File: config.mk
export PLATFORM = sky130hd
export DESIGN_NAME = mem_stage_flat
export DESIGN_NICKNAME = d
export VERILOG_FILES = /design/src/rtl/mem_stage_pkg.sv /design/src/rtl/mem_stage_if.sv /design/src/rtl/mem_align.sv /design/src/rtl/mem_stage.sv /design/src/flat_wrapper.sv
export SDC_FILE = /design/constraint.sdc
export NUM_CORES = 1
export LEC_CHECK = 0
export ABC_AREA = 1
export BUFFER_PORTS_ARGS = -buffer_cell sky130_fd_sc_hd__buf_2
export CORE_MARGIN = 8
export CORE_UTILIZATION = 52
export CTS_BUF_LIST = sky130_fd_sc_hd__clkbuf_4 sky130_fd_sc_hd__clkbuf_8 sky130_fd_sc_hd__clkbuf_16
export CTS_CLUSTER_SIZE = 20
export DETAILED_ROUTE_END_ITERATION = 8
export PLACE_DENSITY = 0.86
export SKIP_LAST_GASP = 1
export SYNTH_ARGS = -nofsm -noshare
export SYNTH_HDL_FRONTEND = slang
export SYNTH_SLANG_ARGS = --single-unit
File: constraint.sdc
create_clock -name clk -period 2.7 [get_ports clk]
set_clock_uncertainty 0.2 [all_clocks]
set_input_delay 0.27 -clock clk [delete_from_list [all_inputs] [get_ports clk]]
set_output_delay 0.27 -clock clk [all_outputs]
set_load 0.02 [all_outputs]
File: src/rtl/mem_stage_pkg.sv
`default_nettype none
// ============================================================================
// Module   : mem_stage_pkg
// Purpose  : Shared types, bus widths, aluop codes and FSM state encodings for
//            the memory-access pipeline stage and its byte-lane aligner.
// Contents : reg_addr_t / reg_t / aluop_t / dbus_sel_t bus types, write-back
//            reset values, the eight memory aluop codes, mem_state_e, and
//            helper functions that classify an aluop as load / store.
// Revision : 1.0 - initial release
// ============================================================================
package mem_stage_pkg;

  // Bus widths
  typedef logic [4:0]  reg_addr_t;  // RegAddrBus
  typedef logic [31:0] reg_t;       // RegBus
  typedef logic [7:0]  aluop_t;     // AluOpBus
  typedef logic [3:0]  dbus_sel_t;  // DBusSelBus

  // Reset / idle values presented to mem_wb
  localparam logic      RstEnable    = 1'b1;
  localparam logic      WriteDisable = 1'b0;
  localparam reg_addr_t NOPRegAddr   = 5'b00000;
  localparam reg_t      ZeroWord     = 32'h0000_0000;

  // Memory aluop codes
  localparam aluop_t EXE_LB_OP  = 8'b1110_0000;
  localparam aluop_t EXE_LBU_OP = 8'b1110_0100;
  localparam aluop_t EXE_LH_OP  = 8'b1110_0001;
  localparam aluop_t EXE_LHU_OP = 8'b1110_0101;
  localparam aluop_t EXE_LW_OP  = 8'b1110_0011;
  localparam aluop_t EXE_SB_OP  = 8'b1110_1000;
  localparam aluop_t EXE_SH_OP  = 8'b1110_1001;
  localparam aluop_t EXE_SW_OP  = 8'b1110_1011;

  // Memory-stage FSM encodings
  typedef enum logic [1:0] {
    MemIdle = 2'd0,
    MemBus  = 2'd1,
    MemDone = 2'd2
  } mem_state_e;

  function automatic logic is_load_op(input aluop_t op);
    return (op == EXE_LB_OP) || (op == EXE_LBU_OP) || (op == EXE_LH_OP) ||
           (op == EXE_LHU_OP) || (op == EXE_LW_OP);
  endfunction

  function automatic logic is_store_op(input aluop_t op);
    return (op == EXE_SB_OP) || (op == EXE_SH_OP) || (op == EXE_SW_OP);
  endfunction

endpackage : mem_stage_pkg
`default_nettype wire

File: src/rtl/mem_stage_if.sv
`default_nettype none
// ============================================================================
// Module   : mem_stage_if
// Purpose  : Data-bus request/response bundle between the memory stage
//            (master) and the data memory / bus fabric (slave).
// Signals  : dbus_ce, dbus_we, dbus_addr, dbus_sel, dbus_wdata  (request)
//            dbus_rdata, dbus_ack                               (response)
// Revision : 1.0 - initial release
// ============================================================================
interface mem_stage_if;
  import mem_stage_pkg::*;

  logic      dbus_ce;
  logic      dbus_we;
  reg_t      dbus_addr;
  dbus_sel_t dbus_sel;
  reg_t      dbus_wdata;
  reg_t      dbus_rdata;
  logic      dbus_ack;

  modport master (
    output dbus_ce, dbus_we, dbus_addr, dbus_sel, dbus_wdata,
    input  dbus_rdata, dbus_ack
  );

  modport slave (
    input  dbus_ce, dbus_we, dbus_addr, dbus_sel, dbus_wdata,
    output dbus_rdata, dbus_ack
  );

endinterface : mem_stage_if
`default_nettype wire

File: src/rtl/mem_align.sv
`default_nettype none
// ============================================================================
// Module   : mem_align
// Purpose  : Purely combinational big-endian byte-lane logic for the memory
//            stage: byte enables, replicated store data, sign/zero-extended
//            load data, and misalignment detection.
// Ports    : aluop      in  8  - operation being executed
//            offset     in  2  - low two bits of the effective address
//            reg2       in  32 - store source register
//            rdata      in  32 - raw word returned by the bus
//            sel        out 4  - byte enables (bit 3 = byte offset 0)
//            store_data out 32 - lane-replicated store data
//            load_data  out 32 - extended load result
//            misalign   out 1  - halfword/word access not naturally aligned
// Revision : 1.0 - initial release
// ============================================================================
module mem_align
  import mem_stage_pkg::*;
(
  input  aluop_t    aluop,
  input  logic [1:0] offset,
  input  reg_t      reg2,
  input  reg_t      rdata,
  output dbus_sel_t sel,
  output reg_t      store_data,
  output reg_t      load_data,
  output logic      misalign
);

  logic [7:0]  w_byte;
  logic [15:0] w_half;
  dbus_sel_t   w_byte_sel;
  dbus_sel_t   w_half_sel;

  // Big-endian lane pick: offset 0 is the most significant byte.
  always_comb begin
    w_byte = rdata[7:0];
    case (offset)
      2'd0:    w_byte = rdata[31:24];
      2'd1:    w_byte = rdata[23:16];
      2'd2:    w_byte = rdata[15:8];
      default: w_byte = rdata[7:0];
    endcase
    w_half     = offset[1] ? rdata[15:0] : rdata[31:16];
    w_byte_sel = 4'b1000 >> offset;
    w_half_sel = offset[1] ? 4'b0011 : 4'b1100;
  end

  always_comb begin
    sel        = 4'b0000;
    store_data = ZeroWord;
    load_data  = ZeroWord;
    misalign   = 1'b0;
    case (aluop)
      EXE_LB_OP: begin
        sel       = w_byte_sel;
        load_data = {{24{w_byte[7]}}, w_byte};
      end
      EXE_LBU_OP: begin
        sel       = w_byte_sel;
        load_data = {24'd0, w_byte};
      end
      EXE_LH_OP: begin
        misalign  = offset[0];
        sel       = w_half_sel;
        load_data = {{16{w_half[15]}}, w_half};
      end
      EXE_LHU_OP: begin
        misalign  = offset[0];
        sel       = w_half_sel;
        load_data = {16'd0, w_half};
      end
      EXE_LW_OP: begin
        misalign  = |offset;
        sel       = 4'b1111;
        load_data = rdata;
      end
      EXE_SB_OP: begin
        sel        = w_byte_sel;
        store_data = {4{reg2[7:0]}};
      end
      EXE_SH_OP: begin
        misalign   = offset[0];
        sel        = w_half_sel;
        store_data = {2{reg2[15:0]}};
      end
      EXE_SW_OP: begin
        misalign   = |offset;
        sel        = 4'b1111;
        store_data = reg2;
      end
      default: ;
    endcase
  end

endmodule : mem_align
`default_nettype wire

File: src/rtl/mem_stage.sv
`default_nettype none
// ============================================================================
// Module   : mem_stage
// Purpose  : Memory-access pipeline stage. Passes ALU results straight
//            through; for loads/stores runs a request/ack handshake on the
//            data bus, freezing the pipeline until the access completes or
//            times out, then presents the write-back triple to mem_wb.
// Params   : TIMEOUT - BUS cycles to wait for dbus_ack before aborting (>=1)
// Ports    : clk, rst                      - clock, sync active-high reset
//            ex_wd/ex_wreg/ex_wdata        - write-back triple from EX/MEM
//            ex_aluop/ex_mem_addr/ex_reg2  - memory op, address, store data
//            mem_wd/mem_wreg/mem_wdata     - write-back triple to mem_wb
//            stallreq                      - pipeline freeze request
//            misalign / bus_err            - one-cycle fault pulses
//            bus                           - data-bus master interface
// Revision : 1.0 - initial release
// ============================================================================
module mem_stage
  import mem_stage_pkg::*;
#(
  parameter int TIMEOUT = 255
) (
  input  logic      clk,
  input  logic      rst,
  input  reg_addr_t ex_wd,
  input  logic      ex_wreg,
  input  reg_t      ex_wdata,
  input  aluop_t    ex_aluop,
  input  reg_t      ex_mem_addr,
  input  reg_t      ex_reg2,
  output reg_addr_t mem_wd,
  output logic      mem_wreg,
  output reg_t      mem_wdata,
  output logic      stallreq,
  output logic      misalign,
  output logic      bus_err,
  mem_stage_if.master bus
);

  localparam int               CNT_W      = $clog2(TIMEOUT + 1);
  localparam logic [CNT_W-1:0] c_cnt_last = CNT_W'(TIMEOUT - 1);

  mem_state_e       r_state;
  logic             r_ce;
  logic             r_we;
  reg_t             r_addr;
  dbus_sel_t        r_sel;
  reg_t             r_wdata;
  reg_t             r_load_q;
  logic [CNT_W-1:0] r_cnt;
  logic             r_abort;

  dbus_sel_t w_sel;
  reg_t      w_store_data;
  reg_t      w_load_data;
  logic      w_misalign;
  logic      w_is_load;
  logic      w_is_store;
  logic      w_is_mem;

  assign w_is_load  = is_load_op(ex_aluop);
  assign w_is_store = is_store_op(ex_aluop);
  assign w_is_mem   = w_is_load | w_is_store;

  // EX/MEM is frozen while stallreq is high, so the ex_* operands (and hence
  // the address offset) stay valid for formatting the returned data in BUS.
  mem_align u_align (
    .aluop      (ex_aluop),
    .offset     (ex_mem_addr[1:0]),
    .reg2       (ex_reg2),
    .rdata      (bus.dbus_rdata),
    .sel        (w_sel),
    .store_data (w_store_data),
    .load_data  (w_load_data),
    .misalign   (w_misalign)
  );

  always_ff @(posedge clk) begin
    if (rst == RstEnable) begin
      r_state  <= MemIdle;
      r_ce     <= 1'b0;
      r_we     <= 1'b0;
      r_addr   <= ZeroWord;
      r_sel    <= 4'b0000;
      r_wdata  <= ZeroWord;
      r_load_q <= ZeroWord;
      r_cnt    <= '0;
      r_abort  <= 1'b0;
    end else begin
      case (r_state)
        MemIdle: begin
          if (w_is_mem && !w_misalign) begin
            r_ce    <= 1'b1;
            r_we    <= w_is_store;
            r_addr  <= {ex_mem_addr[31:2], 2'b00};
            r_sel   <= w_sel;
            r_wdata <= w_store_data;
            r_cnt   <= '0;
            r_abort <= 1'b0;
            r_state <= MemBus;
          end
        end
        MemBus: begin
          r_cnt <= r_cnt + 1'b1;
          // Ack is checked first so a same-cycle ack beats the timeout.
          if (bus.dbus_ack) begin
            r_load_q <= w_load_data;
            r_ce     <= 1'b0;
            r_we     <= 1'b0;
            r_state  <= MemDone;
          end else if (r_cnt == c_cnt_last) begin
            r_ce    <= 1'b0;
            r_we    <= 1'b0;
            r_abort <= 1'b1;
            r_state <= MemDone;
          end
        end
        MemDone: begin
          // EX/MEM advances on this edge, so the op cannot be reissued.
          r_abort <= 1'b0;
          r_state <= MemIdle;
        end
        default: r_state <= MemIdle;
      endcase
    end
  end

  always_comb begin
    mem_wd    = ex_wd;
    mem_wreg  = ex_wreg;
    mem_wdata = ex_wdata;
    stallreq  = 1'b0;
    misalign  = 1'b0;
    bus_err   = 1'b0;
    if (rst == RstEnable) begin
      mem_wd    = NOPRegAddr;
      mem_wreg  = WriteDisable;
      mem_wdata = ZeroWord;
    end else begin
      case (r_state)
        MemIdle: begin
          if (w_is_mem) begin
            mem_wreg = WriteDisable;
            if (w_misalign) begin
              // Retire as a NOP without touching the bus.
              misalign = 1'b1;
            end else begin
              stallreq = 1'b1;
            end
          end
        end
        MemBus: begin
          stallreq = 1'b1;
          mem_wreg = WriteDisable;
        end
        MemDone: begin
          mem_wreg  = (w_is_load && !r_abort) ? ex_wreg : WriteDisable;
          mem_wdata = r_load_q;
          bus_err   = r_abort;
        end
        default: mem_wreg = WriteDisable;
      endcase
    end
  end

  assign bus.dbus_ce    = r_ce;
  assign bus.dbus_we    = r_we;
  assign bus.dbus_addr  = r_addr;
  assign bus.dbus_sel   = r_sel;
  assign bus.dbus_wdata = r_wdata;

endmodule : mem_stage
`default_nettype wire

File: src/flat_wrapper.sv
// flat-port wrapper written by rule: the top's interface ports become plain ports
module mem_stage_flat import mem_stage_pkg::*;
#(
  parameter int TIMEOUT = 255
)
  (clk, rst, ex_wd, ex_wreg, ex_wdata, ex_aluop, ex_mem_addr, ex_reg2, mem_wd, mem_wreg, mem_wdata, stallreq, misalign, bus_err, bus_dbus_ce, bus_dbus_we, bus_dbus_addr, bus_dbus_sel, bus_dbus_wdata, bus_dbus_rdata, bus_dbus_ack);
  mem_stage_if bus_i ();
  input  logic clk;
  input  logic rst;
  input  reg_addr_t ex_wd;
  input  logic ex_wreg;
  input  reg_t ex_wdata;
  input  aluop_t ex_aluop;
  input  reg_t ex_mem_addr;
  input  reg_t ex_reg2;
  output reg_addr_t mem_wd;
  output logic mem_wreg;
  output reg_t mem_wdata;
  output logic stallreq;
  output logic misalign;
  output logic bus_err;
  output wire logic [$bits(bus_i.dbus_ce)-1:0] bus_dbus_ce;
  output wire logic [$bits(bus_i.dbus_we)-1:0] bus_dbus_we;
  output wire logic [$bits(bus_i.dbus_addr)-1:0] bus_dbus_addr;
  output wire logic [$bits(bus_i.dbus_sel)-1:0] bus_dbus_sel;
  output wire logic [$bits(bus_i.dbus_wdata)-1:0] bus_dbus_wdata;
  input wire logic [$bits(bus_i.dbus_rdata)-1:0] bus_dbus_rdata;
  input wire logic [$bits(bus_i.dbus_ack)-1:0] bus_dbus_ack;
  assign bus_dbus_ce = bus_i.dbus_ce;
  assign bus_dbus_we = bus_i.dbus_we;
  assign bus_dbus_addr = bus_i.dbus_addr;
  assign bus_dbus_sel = bus_i.dbus_sel;
  assign bus_dbus_wdata = bus_i.dbus_wdata;
  assign bus_i.dbus_rdata = bus_dbus_rdata;
  assign bus_i.dbus_ack = bus_dbus_ack;
  mem_stage #(.TIMEOUT(TIMEOUT)) u_core (.clk(clk), .rst(rst), .ex_wd(ex_wd), .ex_wreg(ex_wreg), .ex_wdata(ex_wdata), .ex_aluop(ex_aluop), .ex_mem_addr(ex_mem_addr), .ex_reg2(ex_reg2), .mem_wd(mem_wd), .mem_wreg(mem_wreg), .mem_wdata(mem_wdata), .stallreq(stallreq), .misalign(misalign), .bus_err(bus_err), .bus(bus_i));
endmodule
After elaboration in Yosys (flattened, before gate mapping)
Cells that the tools add are included.
Operators by class
  $add $sub $neg: 1
  $mul: 0
  div/mod/pow operators: 0
  order comparisons: 0
  eq/ne operators: 17
  shift operators: 1
  muxes and demuxes: 40
  bitwise operators: 1
  reductions and logical operators: 24
Operators by type and width (count)
  one-hot mux 32 bit (5 select lines): 1
  one-hot mux 32 bit (3 select lines): 1
  equality test 8 bit (second input constant): 9
  two-way mux 32 bit: 2
  one-hot mux 8 bit (3 select lines): 1
  two-way mux 1 bit: 19
  two-way mux 16 bit: 1
  one-hot mux 8 bit (2 select lines): 1
  one-hot mux 4 bit (3 select lines): 1
  one-hot mux 1 bit (2 select lines): 5
  adder 8 x 1 -> 8 bit (second input constant): 1
  two-way mux 8 bit: 1
  AND reduction 2 bit: 4
  logical OR 1 bit: 6
  two-way mux 2 bit: 3
  OR reduction 3 bit: 2
  two-way mux 5 bit: 1
  equality test 2 x 1 -> 1 bit (second input constant): 2
  equality test 2 bit (second input constant): 2
  zero test 2 bit: 2
  two-way mux 4 bit: 1
  != test 2 x 1 -> 1 bit (second input constant): 2
  one-hot mux 2 bit (2 select lines): 1
  AND reduction 4 bit: 1
  other kinds (11): 14
Storage, ports and cells
  register bits: 111
  bits in latches: 0
  RAM bits: 0
  ROM bits: 0
  input bits: 145
  output and inout port bits: 111
  logic and storage cells: 93
  memories: 0

Longest topological paths before layout
Gate-level depths: netlist (run 1).
  word-level depth: 9
  gate-level depth with buffers: 13

Hierarchy
A second synthesis (run 1) with hierarchy kept.
Second synthesis, totals
  cells, all modules: 949
  area total of the unflattened synthesis: 5959.5 um^2
By module, submodules not included
  mem_stage: instances 1, cells each 623, area an instance 4538.1 um^2, sequential area each 2222.1 um^2
  mem_align: instances 1, cells each 326, area an instance 1421.4 um^2, sequential area each 0.0 um^2

Worst setup path before layout (run 1)
OpenSTA, ideal clock, no wires.
  kind: input-to-output
  start point: in ex_aluop[4]
  end point: out stallreq
  arrival: 1591 ps
  path slack: 639 ps
  stages on the path: 11
  path through: inv_1 > nand2_1 > nor2_4 > buf_6 > nand2_4 > nand2_4 > a21oi_2 > nand3_2 > buf_6 > buf_6 > a21oi_1
On the way
  word-level cells in the longest chain between the ends: 9
  elaborated cells on any way between the ends: 22
Ends and longest elaborated chain
  from (decl): RTL line flat_wrapper.sv:13  | input aluop_t ex_aluop;
  branches (longest 6 deep; another with equality test 8 bit)
  two-way mux 1 bit (*): RTL line mem_stage.sv:142  | if (w_is_mem) begin
  one-hot mux 1 bit (2 select lines) (*): RTL line mem_stage.sv:140  | case (r_state)
  two-way mux 1 bit (*): RTL line mem_stage.sv:135  | if (rst == RstEnable) begin
  to (decl): RTL line flat_wrapper.sv:19  | output logic stallreq;
Mark *: on every way between the ends.

Final worst setup path (run 1)
  start point: reg u_core.r_state[0]
  end point: out stallreq
On the way
  word-level cells in the longest chain between the ends: 3
  elaborated cells on any way between the ends: 4
Ends and longest elaborated chain
  from (decl): RTL line mem_stage.sv:43  | mem_state_e r_state;
  from (signal assigned): RTL line mem_stage.sv:80  | r_state <= MemIdle;
  from (signal assigned): RTL line mem_stage.sv:100  | r_state <= MemBus;
  from (signal assigned): RTL line mem_stage.sv:110  | r_state <= MemDone;
  equality test 2 x 1 -> 1 bit or zero test 2 bit (tied branches): RTL line mem_stage.sv:140
  one-hot mux 1 bit (2 select lines) (*): RTL line mem_stage.sv:140
  two-way mux 1 bit (*): RTL line mem_stage.sv:135
Mark *: on every way between the ends. The rest lies on a longest branch, timed or not.

==> flow_metrics.tcl, run 1 <==
set metrics [dict create \
    fp.dieArea_sq_um 15370 \
    crit_arrival_ns 1.95 \
    cp_num_buf_inv 3 \
    dr.pass1.iters 5 \
    nNetsFinal 1323 \
    antenna_left 0 \
    grt_overflow_total 0 \
    num_rows 39 \
    end_kind "primary output" \
    fmax_ghz 0.4135 \
    numCtsBuffers 9 \
    pwr-share-seq_pct 46.2 \
    core_area_sq_um 11420 \
    post_cts_buffers 0 \
    finalSetupViolCount 0 \
    drive_above_1_share_pct 28.28 \
    drv_slew 0 \
    p_per_area_nw_per_um2 453.8 \
    syn2layout_area_growth_pct 31.26 \
    ys.flop_type "dfxtp_1" \
    first_global_vias 6630 \
    layout_min_cycle_time_ns 2.418 \
    rrSetupSlack_ns 0.60 \
    intPower_w 0.002614 \
    leakagePower_nw 3.953 \
    gp_congestion 0.9429 \
    path_max_fanout 10 \
    synth_edf_count 0 \
    die_w_microns 124.0 \
    r2r_end "u_core.bus.dbus_we" \
    max_stage_delay_ns 0.39 \
    post_cts_resized 0 \
    grt_first_pass_wirelength_microns 32090 \
    fin_hold_ws_ns 0.01049 \
    first_iter_violations 546 \
    vias 7149 \
    diodes 0 \
    clockRootBuffer "clkbuf_16" \
    wl_microns 20710 \
    max-vdd-ir-drop_uv 369.8 \
    synth.avg_cell_area_sq_um 6.545 \
    rsz0062_at_grt "false" \
    synthCells 926 \
    grt_antenna_before_repair 0 \
    fillCellCount 991 \
    grt_max_degree 61 \
    via_per_inst 5.400 \
    cap_viol_max_count 0 \
    cp_slowest_cell "dfxtp_1" \
    cts_tree "built" \
    ys_ff_latch 111 \
    r2r_start "u_core.r_state[0]" \
    worstSetupPathType "reg2out" \
    yosysUniqueCellTypes 38 \
    min_delay_worst_endpoint "u_core.bus.dbus_addr[20]" \
    die_h_microns 124.0 \
    period_share_pct 89.56 \
    p_sw_share_pct 27.58 \
    cts_buffer_depth 2 \
    synth.cell_area_sq_um 6061 \
    place_hpwl_microns 14810 \
    min_path_type "in2reg" \
    clkPwrFrac_pct 39.4 \
    initial_core_util_pct 53.08 \
    io_pins 256 \
    hold_depth 3 \
    grt.total_usage_pct 25.79 \
    fin_setup_tns_ns 0 \
    slew_headroom_pct 55.29 \
    routedWlPerCell_microns 15.64 \
    h-tree-depth 3 \
    worstMarginPinSlew_ns 0.6707 \
    async_flop_share_pct 0 \
    yosysWarnings 0 \
    cp-start-kind "flop" \
    cts_sinks 111 \
    clk_latency_ns 0.35 \
    r2r_cells 9 \
    status "finished clean" \
    p_sw_w 0.0009959 \
    cts.hold.buffers_added 32 \
    path_delay_family "buffers and inverters" \
    crit_chain "inv_1 > nor2_2 > clkinv_1 > a21oi_1 > buf_2" \
    finalHoldViolCount 0 \
    clk_pin_slew_ns 0.08 \
    required_ns 2.23 \
    synth_seq_area_share_pct 36.66 \
    drc_errors 0 \
    combPwrFrac_pct 14.4 \
    portBuffers 253 \
    hp-start "ex_mem_addr[20]" \
]
[worst max path at each step]
| stage | slack (ns) | from | endpoint | cells past startpoint |
|---|---|---|---|---|
| after floorplan | 0.64 | ex_aluop[4] | stallreq | 11 |
| after global routing | 0.16 | u_core.r_state[0] | stallreq | 5 |
| after CTS | 0.33 | u_core.r_state[0] | stallreq | 5 |
| after global placement | 0.52 | ex_aluop[4] | u_core.bus.dbus_wdata[31] | 11 |
| final | 0.28 | u_core.r_state[0] | stallreq | 5 |
| after detailed placement | 0.45 | ex_aluop[4] | u_core.bus.dbus_wdata[29] | 11 |
[cell usage after synthesis (all sizes together), types with 2 or more instances]
library cell | number | area [sq um]
clkinv | 3 | 11.26
o211ai | 9 | 81.33
clkbuf | 35 | 131.4
o22ai | 14 | 87.58
a21oi | 77 | 389.1
a22oi | 8 | 60.06
o21ai | 132 | 660.6
nand4 | 3 | 18.77
o2bb2ai | 7 | 61.31
buf | 29 | 222.7
ha | 2 | 25.02
a31oi | 6 | 37.54
inv | 64 | 240.2
nor3 | 4 | 20.02
nand3 | 31 | 185.2
nand2 | 181 | 706.9
dfxtp | 111 | 2222
nor2 | 205 | 867.1
[cells by family (layout without fill, tap and decap cells)]
family | after synthesis | in the layout | share of synthesized area (%)
other | 1 | 2 | 0.06187
DFF | 111 | 111 | 36.66
buffers and inverters | 131 | 385 | 9.992
and+or+nand+nor | 426 | 426 | 29.87
AOI/OAI and AO/OA | 255 | 255 | 23.00
adders and majority gates | 2 | 2 | 0.4128
[stage by stage]
stage	worst slack, ns	cells	utilization [%]	instance area, sq um	power [W]
after floorplan	0.6393	927	-	6065	0.001976
final	0.2818	1324	69.67	7955	0.003610
after global placement	0.5179	1276	64.03	7311	0.002172
after global routing	0.1581	1324	69.67	7955	0.003753
after CTS	0.3273	1324	69.67	7955	0.003626
after detailed placement	0.4520	1276	64.03	7311	0.002179
[registers in the layout, summed over array words and instances, names as in the netlist]
register,count
u_core.bus.dbus_addr,30
u_core.bus.dbus_ce,1
u_core.bus.dbus_sel,4
u_core.bus.dbus_wdata,32
u_core.bus.dbus_we,1
u_core.r_abort,1
u_core.r_cnt,8
u_core.r_load_q,32
u_core.r_state,2
[power groups by stage]
| stage | sequential, W | clock [W] | combinational [W] |
|---|---|---|---|
| 6_report | 0.00167 | 0.00142 | 0.000519 |
| 5_1_grt | 0.00167 | 0.00151 | 0.000566 |
| 4_1_cts | 0.00167 | 0.00145 | 0.000510 |
| 3_5_place_dp | 0.00171 | 0 | 0.000472 |
| 3_3_place_gp | 0.00171 | 0 | 0.000466 |
| 2_1_floorplan | 0.00173 | 0 | 0.000245 |
[cell type report]
cell class	instances	area [sq um]	share of cell area, %
Timing Repair Buffer	302	1739	21.86
Tap cell	143	178.9	2.249
Clock inverter	7	98.84	1.243
Sequential cell	111	2222	27.93
Multi-Input combinational cell	685	3239	40.72
Clock buffer	9	225.2	2.831
Inverter	67	251.5	3.161
[cell usage in the layout (no fill, tap or decap), types with 3 or more instances in the layout]
master	Yosys	layout
buf_2	17	253
nand2_1	176	176
nor2_1	170	169
o21ai_0	117	117
dfxtp_1	111	111
a21oi_1	76	76
inv_1	63	62
nor2_2	33	34
dlygate4sd3_1	0	32
nand3_1	28	28
o21ai_1	15	15
buf_4	3	15
o22ai_1	14	14
clkbuf_16	0	9
o211ai_1	8	8
a22oi_1	8	8
o2bb2ai_1	7	7
a31oi_1	6	6
nor3_1	4	4
clkinv_1	3	3
nand2_4	3	3
nand4_1	3	3
[worst register-to-register path, stage by stage (launching register included)]
cell and delay (ns):
dfxtp_1 0.39, inv_1 0.08, nor2_2 0.31, clkinv_1 0.37, nor2_1 0.16, and2_1 0.20, nor2_1 0.05, nand2_1 0.09
nand2_1 0.05, a21oi_1 0.13
[metal layers]
metal | up-vias | wire length (microns) | track usage (%)
met1 | 3190 | 8053 | 30.99
met2 | 382 | 9756 | 43.33
li1 | 3518 | - | -
met4 | 0 | 724 | 11.00
met3 | 59 | 2175 | 6.120
met5 | - | 0 | 0
No activity file was read; power rests on OpenSTA's default activity.
==> run 2: changes to the inputs <==
--- a/config.mk
+++ b/config.mk
@@ -7,6 +7,7 @@
 export LEC_CHECK = 0
 export ABC_AREA = 1
 export BUFFER_PORTS_ARGS = -buffer_cell sky130_fd_sc_hd__buf_2
+export CORE_ASPECT_RATIO = 1.75
 export CORE_MARGIN = 8
 export CORE_UTILIZATION = 52
 export CTS_BUF_LIST = sky130_fd_sc_hd__clkbuf_4 sky130_fd_sc_hd__clkbuf_8 sky130_fd_sc_hd__clkbuf_16
==> flow_metrics.tcl, run 2 (synthesized netlist as in run 1, its figures left out) <==
set metrics [dict create \
    grt.total_usage_pct 27.38 \
    worstSetupPathType "reg2out" \
    fp.dieArea_sq_um 15500 \
    layout_min_cycle_time_ns 2.292 \
    drv_slew 0 \
    finalHoldViolCount 1 \
    via_per_inst 5.507 \
    grt_overflow_total 0 \
    cp_slowest_cell "dfxtp_1" \
    cp-start-kind "flop" \
    die_w_microns 97.61 \
    final_util_pct 68.94 \
    first_global_vias 6925 \
    initial_core_util_pct 52.93 \
    min_path_type "in2reg" \
    rsz0062_at_grt "false" \
    io_pins 256 \
    failed_checks "hold timing" \
    setup_slack_ns 0.4081 \
    fmax_ghz 0.4363 \
    fin_hold_ws_ns -0.0002672 \
    nNetsFinal 1319 \
    max-vdd-ir-drop_uv 519.5 \
    cap_viol_max_count 0 \
    crit_chain "inv_1 > nor2_1 > clkinv_1 > o32ai_1 > nand2_1 > nor2_1 > buf_2" \
    drc_errors 0 \
    portBuffers 253 \
    worstMarginPinSlew_ns 0.6725 \
    dr.pass1.iters 5 \
    cts_buffer_depth 2 \
    max_stage_delay_ns 0.43 \
    antenna_left 0 \
    layout_common_cells "253 x buf_2, 176 x nand2_1, 170 x nor2_1, 117 x o21ai_0, 111 x dfxtp_1" \
    cts_tree "built" \
    path_delay_family "flip-flops" \
    place_ws_ns 0.4587 \
    core_area_sq_um 11450 \
    cp_num_buf_inv 3 \
    gp_congestion 0.9995 \
    wl_microns 22310 \
    grt_max_degree 61 \
    h-tree-depth 3 \
    required_ns 2.23 \
    vias 7242 \
    post_cts_resized 0 \
    crit_top_cell "nor2_1" \
    drive_above_1_share_pct 28.38 \
    numCtsBuffers 9 \
    status "complete, but fails checks" \
    routedWlPerCell_microns 16.96 \
    grt_antenna_before_repair 2 \
    leakagePower_nw 3.940 \
    syn2layout_area_growth_pct 30.24 \
    clk_pin_slew_ns 0.08 \
    cts_sinks 111 \
    period_share_pct 84.88 \
    clk_latency_ns 0.35 \
    fin_setup_tns_ns 0 \
    final_common_cell "buf_2" \
    rrSetupSlack_ns 0.83 \
    fillCellCount 981 \
    first_iter_violations 522 \
    p_per_area_nw_per_um2 456.7 \
    path_max_fanout 5 \
    clockRootBuffer "clkbuf_16" \
    place_hpwl_microns 15780 \
    finalSetupViolCount 0 \
    die_h_microns 158.8 \
    grt_first_pass_wirelength_microns 34940 \
    crit_arrival_ns 1.82 \
    num_rows 52 \
    end_kind "primary output" \
    slew_headroom_pct 55.17 \
]
==> run 2: changes by cell type in the layout (fill, tap and decap cells not counted) <==
cell	previous run	this run
buf_12	2	1
buf_4	15	17
clkbuf_8	0	1
clkinv_4	0	1
clkinv_8	2	1
clkinvlp_4	1	0
diode_2	0	3
dlygate4sd3_1	32	27
nor2_1	169	170
nor2_2	34	33
==> run 2: final timing paths <==
check	from	endpoint	cells after the start
max	u_core.r_state[1]	mem_wreg	7
min	ex_mem_addr[2]	u_core.bus.dbus_addr[2]	3
max reg2reg	u_core.r_state[1]	u_core.bus.dbus_wdata[29]	6
min reg2reg	u_core.bus.dbus_sel[3]	u_core.bus.dbus_sel[3]	2
==> run 2: worst min-delay path: stages <==
cell and delay [ns]:
buf_2 0.07, o21ai_0 0.09, nor2_1 0.09
==> run 2: area by class of cell <==
class | count | area, sq um | area share (%)
multi-input cells | 685 | 3237 | 41.00
flip-flops and latches | 111 | 2222 | 28.15
repair buffers | 298 | 1684 | 21.33
inverters | 67 | 251.5 | 3.186
clock buffers | 10 | 239.0 | 3.027
well taps | 135 | 168.9 | 2.140
clock inverters | 6 | 83.83 | 1.062
diodes | 3 | 7.507 | 0.09510
==> run 2: repair_timing <==
item,CTS,global route
setup buffers,0,0
hold buffers,27,0
endpoints found under the hold margin,27,0
==> run 2: metrics by stage <==
| stage | instances | power, W | cell area [sq um] |
|---|---|---|---|
| after floorplan | 927 | 0.001976 | 6065 |
| after global placement | 1269 | 0.002174 | 7293 |
| after detailed placement | 1269 | 0.002177 | 7293 |
| after CTS | 1312 | 0.003599 | 7886 |
| after global routing | 1314 | 0.003725 | 7891 |
| final | 1315 | 0.003605 | 7894 |
==> run 2: where the power goes <==
part | total (W) | internal (W) | switching [W] | leakage (nW)
clock | 0.00142 | 0.000769 | 0.000653 | 0.158
sequential | 0.00167 | 0.00166 | 0.0000135 | 0.896
combinational | 0.000513 | 0.000202 | 0.000311 | 2.89
total | 0.00360 | 0.00263 | 0.000977 | 3.94
==> run 2: layer usage <==
layer | track usage, % | routed length [microns] | up-vias | share of wire [%]
met4 | 17.26 | 1112 | 0 | 5.0
li1 | - | - | 3508 | -
met3 | 5.256 | 1689 | 74 | 7.6
met1 | 28.38 | 7949 | 3249 | 36
met2 | 48.86 | 11550 | 411 | 52
met5 | 0 | 0 | - | 0
==> run 3: changes to the inputs <==
--- a/config.mk
+++ b/config.mk
@@ -9,11 +9,11 @@
 export BUFFER_PORTS_ARGS = -buffer_cell sky130_fd_sc_hd__buf_2
 export CORE_ASPECT_RATIO = 1.75
 export CORE_MARGIN = 8
-export CORE_UTILIZATION = 52
+export CORE_UTILIZATION = 44
 export CTS_BUF_LIST = sky130_fd_sc_hd__clkbuf_4 sky130_fd_sc_hd__clkbuf_8 sky130_fd_sc_hd__clkbuf_16
 export CTS_CLUSTER_SIZE = 20
 export DETAILED_ROUTE_END_ITERATION = 8
-export PLACE_DENSITY = 0.86
+export PLACE_DENSITY = 0.77
 export SKIP_LAST_GASP = 1
 export SYNTH_ARGS = -nofsm -noshare
 export SYNTH_HDL_FRONTEND = slang
==> constraint.sdc (replaced) <==
create_clock -name clk -period 1.9 [get_ports clk]
set_clock_uncertainty 0.2 [all_clocks]
set_input_delay 0.19 -clock clk [delete_from_list [all_inputs] [get_ports clk]]
set_output_delay 0.19 -clock clk [all_outputs]
set_load 0.02 [all_outputs]
==> flow_metrics.tcl, run 3 (synthesized netlist as in run 1, its figures left out) <==
set metrics [dict create \
    status "complete, but fails checks" \
    failed_checks "setup timing" \
    total_power_w 0.005178 \
    h-tree-depth 3 \
    crit_arrival_ns 1.64 \
    clk_latency_ns 0.35 \
    portBuffers 253 \
    die_h_microns 171.3 \
    core_area_sq_um 13690 \
    fillCellCount 1214 \
    numCtsBuffers 9 \
    syn2layout_area_growth_pct 46.20 \
    fin_setup_tns_ns -3.383 \
    grt_overflow_total 0 \
    period_share_pct 106.6 \
    routedWlPerCell_microns 16.18 \
    drive_above_1_share_pct 33.33 \
    setup_slack_ns -0.1261 \
    grt.total_usage_pct 24.62 \
    p_per_area_nw_per_um2 584.4 \
    cts_tree "built" \
    final_common_cell "buf_2" \
    num_rows 57 \
    max-vdd-ir-drop_uv 449.0 \
    wl_microns 22910 \
    grt_max_degree 40 \
    io_pins 256 \
    leakagePower_nw 4.308 \
    grt_first_pass_wirelength_microns 36260 \
    first_iter_violations 276 \
    antenna_left 0 \
    gp_congestion 0.9187 \
    initial_core_util_pct 44.26 \
    fin_cells 1416 \
    cts_sinks 111 \
    die_w_microns 104.7 \
    first_global_vias 7477 \
    clockRootBuffer "clkbuf_16" \
    placed_cells 1355 \
    worstSetupPathType "reg2out" \
    fmax_ghz 0.4936 \
    cap_viol_max_count 0 \
    cts_buffer_depth 2 \
    layout_common_cells "218 x buf_2, 172 x nand2_1, 151 x nor2_1, 116 x o21ai_0, 110 x dfxtp_1" \
    dr.pass1.iters 7 \
    rsz0062_at_grt "true" \
    layout_min_cycle_time_ns 2.026 \
    nNetsFinal 1381 \
    finalSetupViolCount 34 \
    clk_pin_slew_ns 0.08 \
    place_hpwl_microns 16550 \
    path_max_fanout 17 \
    drc_errors 0 \
    drv_slew 0 \
    end_kind "primary output" \
    vias 7400 \
    diodes 0 \
    cp-start-kind "flop" \
    required_ns 1.51 \
    finalHoldViolCount 0 \
    grt_antenna_before_repair 0 \
    fp.dieArea_sq_um 17930 \
    min_path_type "in2reg" \
    via_per_inst 5.226 \
]
==> run 3: cell count changes in the layout (fill, tap and decap cells not counted), moves of 2 or more <==
cell,change
buf_4,+66
buf_2,-35
nor2_1,-19
buf_12,+14
dlygate4sd3_1,+14
nor2_4,+10
nor2_2,+9
nand2_1,-4
nand2_2,+4
diode_2,-3
clkinv_1,-2
inv_2,+2
==> run 3: worst paths after layout <==
path / start / endpoint / slack (ns) / depth (start not counted)
setup reg to reg: u_core.r_state[0] / u_core.bus.dbus_addr[10] / 0.19 / 8
hold / removal: ex_reg2[21] / u_core.bus.dbus_wdata[21] / 0.008 / 5
hold reg to reg: u_core.r_load_q[18] / u_core.r_load_q[18] / 0.27 / 2
setup / recovery: u_core.r_state[1] / mem_wdata[26] / -0.13 / 8
==> run 3: power breakdown <==
part	internal, W	switching, W
sequential	0.00235	0.0000187
clock	0.000952	0.00101
combinational	0.000374	0.000469
==> run 3: repair_timing <==
action	CTS	global route
buffers inserted	1	2
gates resized for setup	60	21
endpoints found under the hold margin	41	0
cloned	0	1
hold buffers	41	0
endpoints found under the setup margin	35	38
pin swaps	3	4
==> run 3: cell type report <==
class	instances	area, sq um	area share (%)
Clock buffer	9	225.2	2.542
Clock inverter	7	81.33	0.9178
Tap cell	177	221.5	2.499
Inverter	67	256.5	2.895
Sequential cell	111	2223	25.09
Multi-Input combinational cell	685	3364	37.97
Timing Repair Buffer	360	2489	28.09
==> run 3: worst max-delay path, stage by stage, from the launching register on <==
cell and delay [ns]:
dfxtp_2 0.36, inv_2 0.05, nor2_4 0.12, clkinv_4 0.07
buf_4 0.16, buf_16 0.17, nor2_1 0.13, nor2_1 0.06
buf_4 0.16
==> run 3: routing by layer <==
metal	vias up	GRT usage, %	wire (microns)
met4	0	14.11	1142
li1	3641	-	-
met2	335	45.27	11970
met3	74	6.039	1506
met5	-	0	0
met1	3350	24.70	8292
==> run 3: through the flow <==
stage               utilization (%)  area, sq um  hold slack (ns)  setup slack (ns)
floorplan                         -         6068           0.1366           0.04705
global route                  64.71         8861          0.02991           -0.1800
finish                        64.71         8861         0.007668           -0.1261
detailed placement            57.38         7858           0.2470          -0.07734
global placement              57.38         7858           0.2364          -0.03621
CTS                           63.96         8758         0.003527           -0.1582
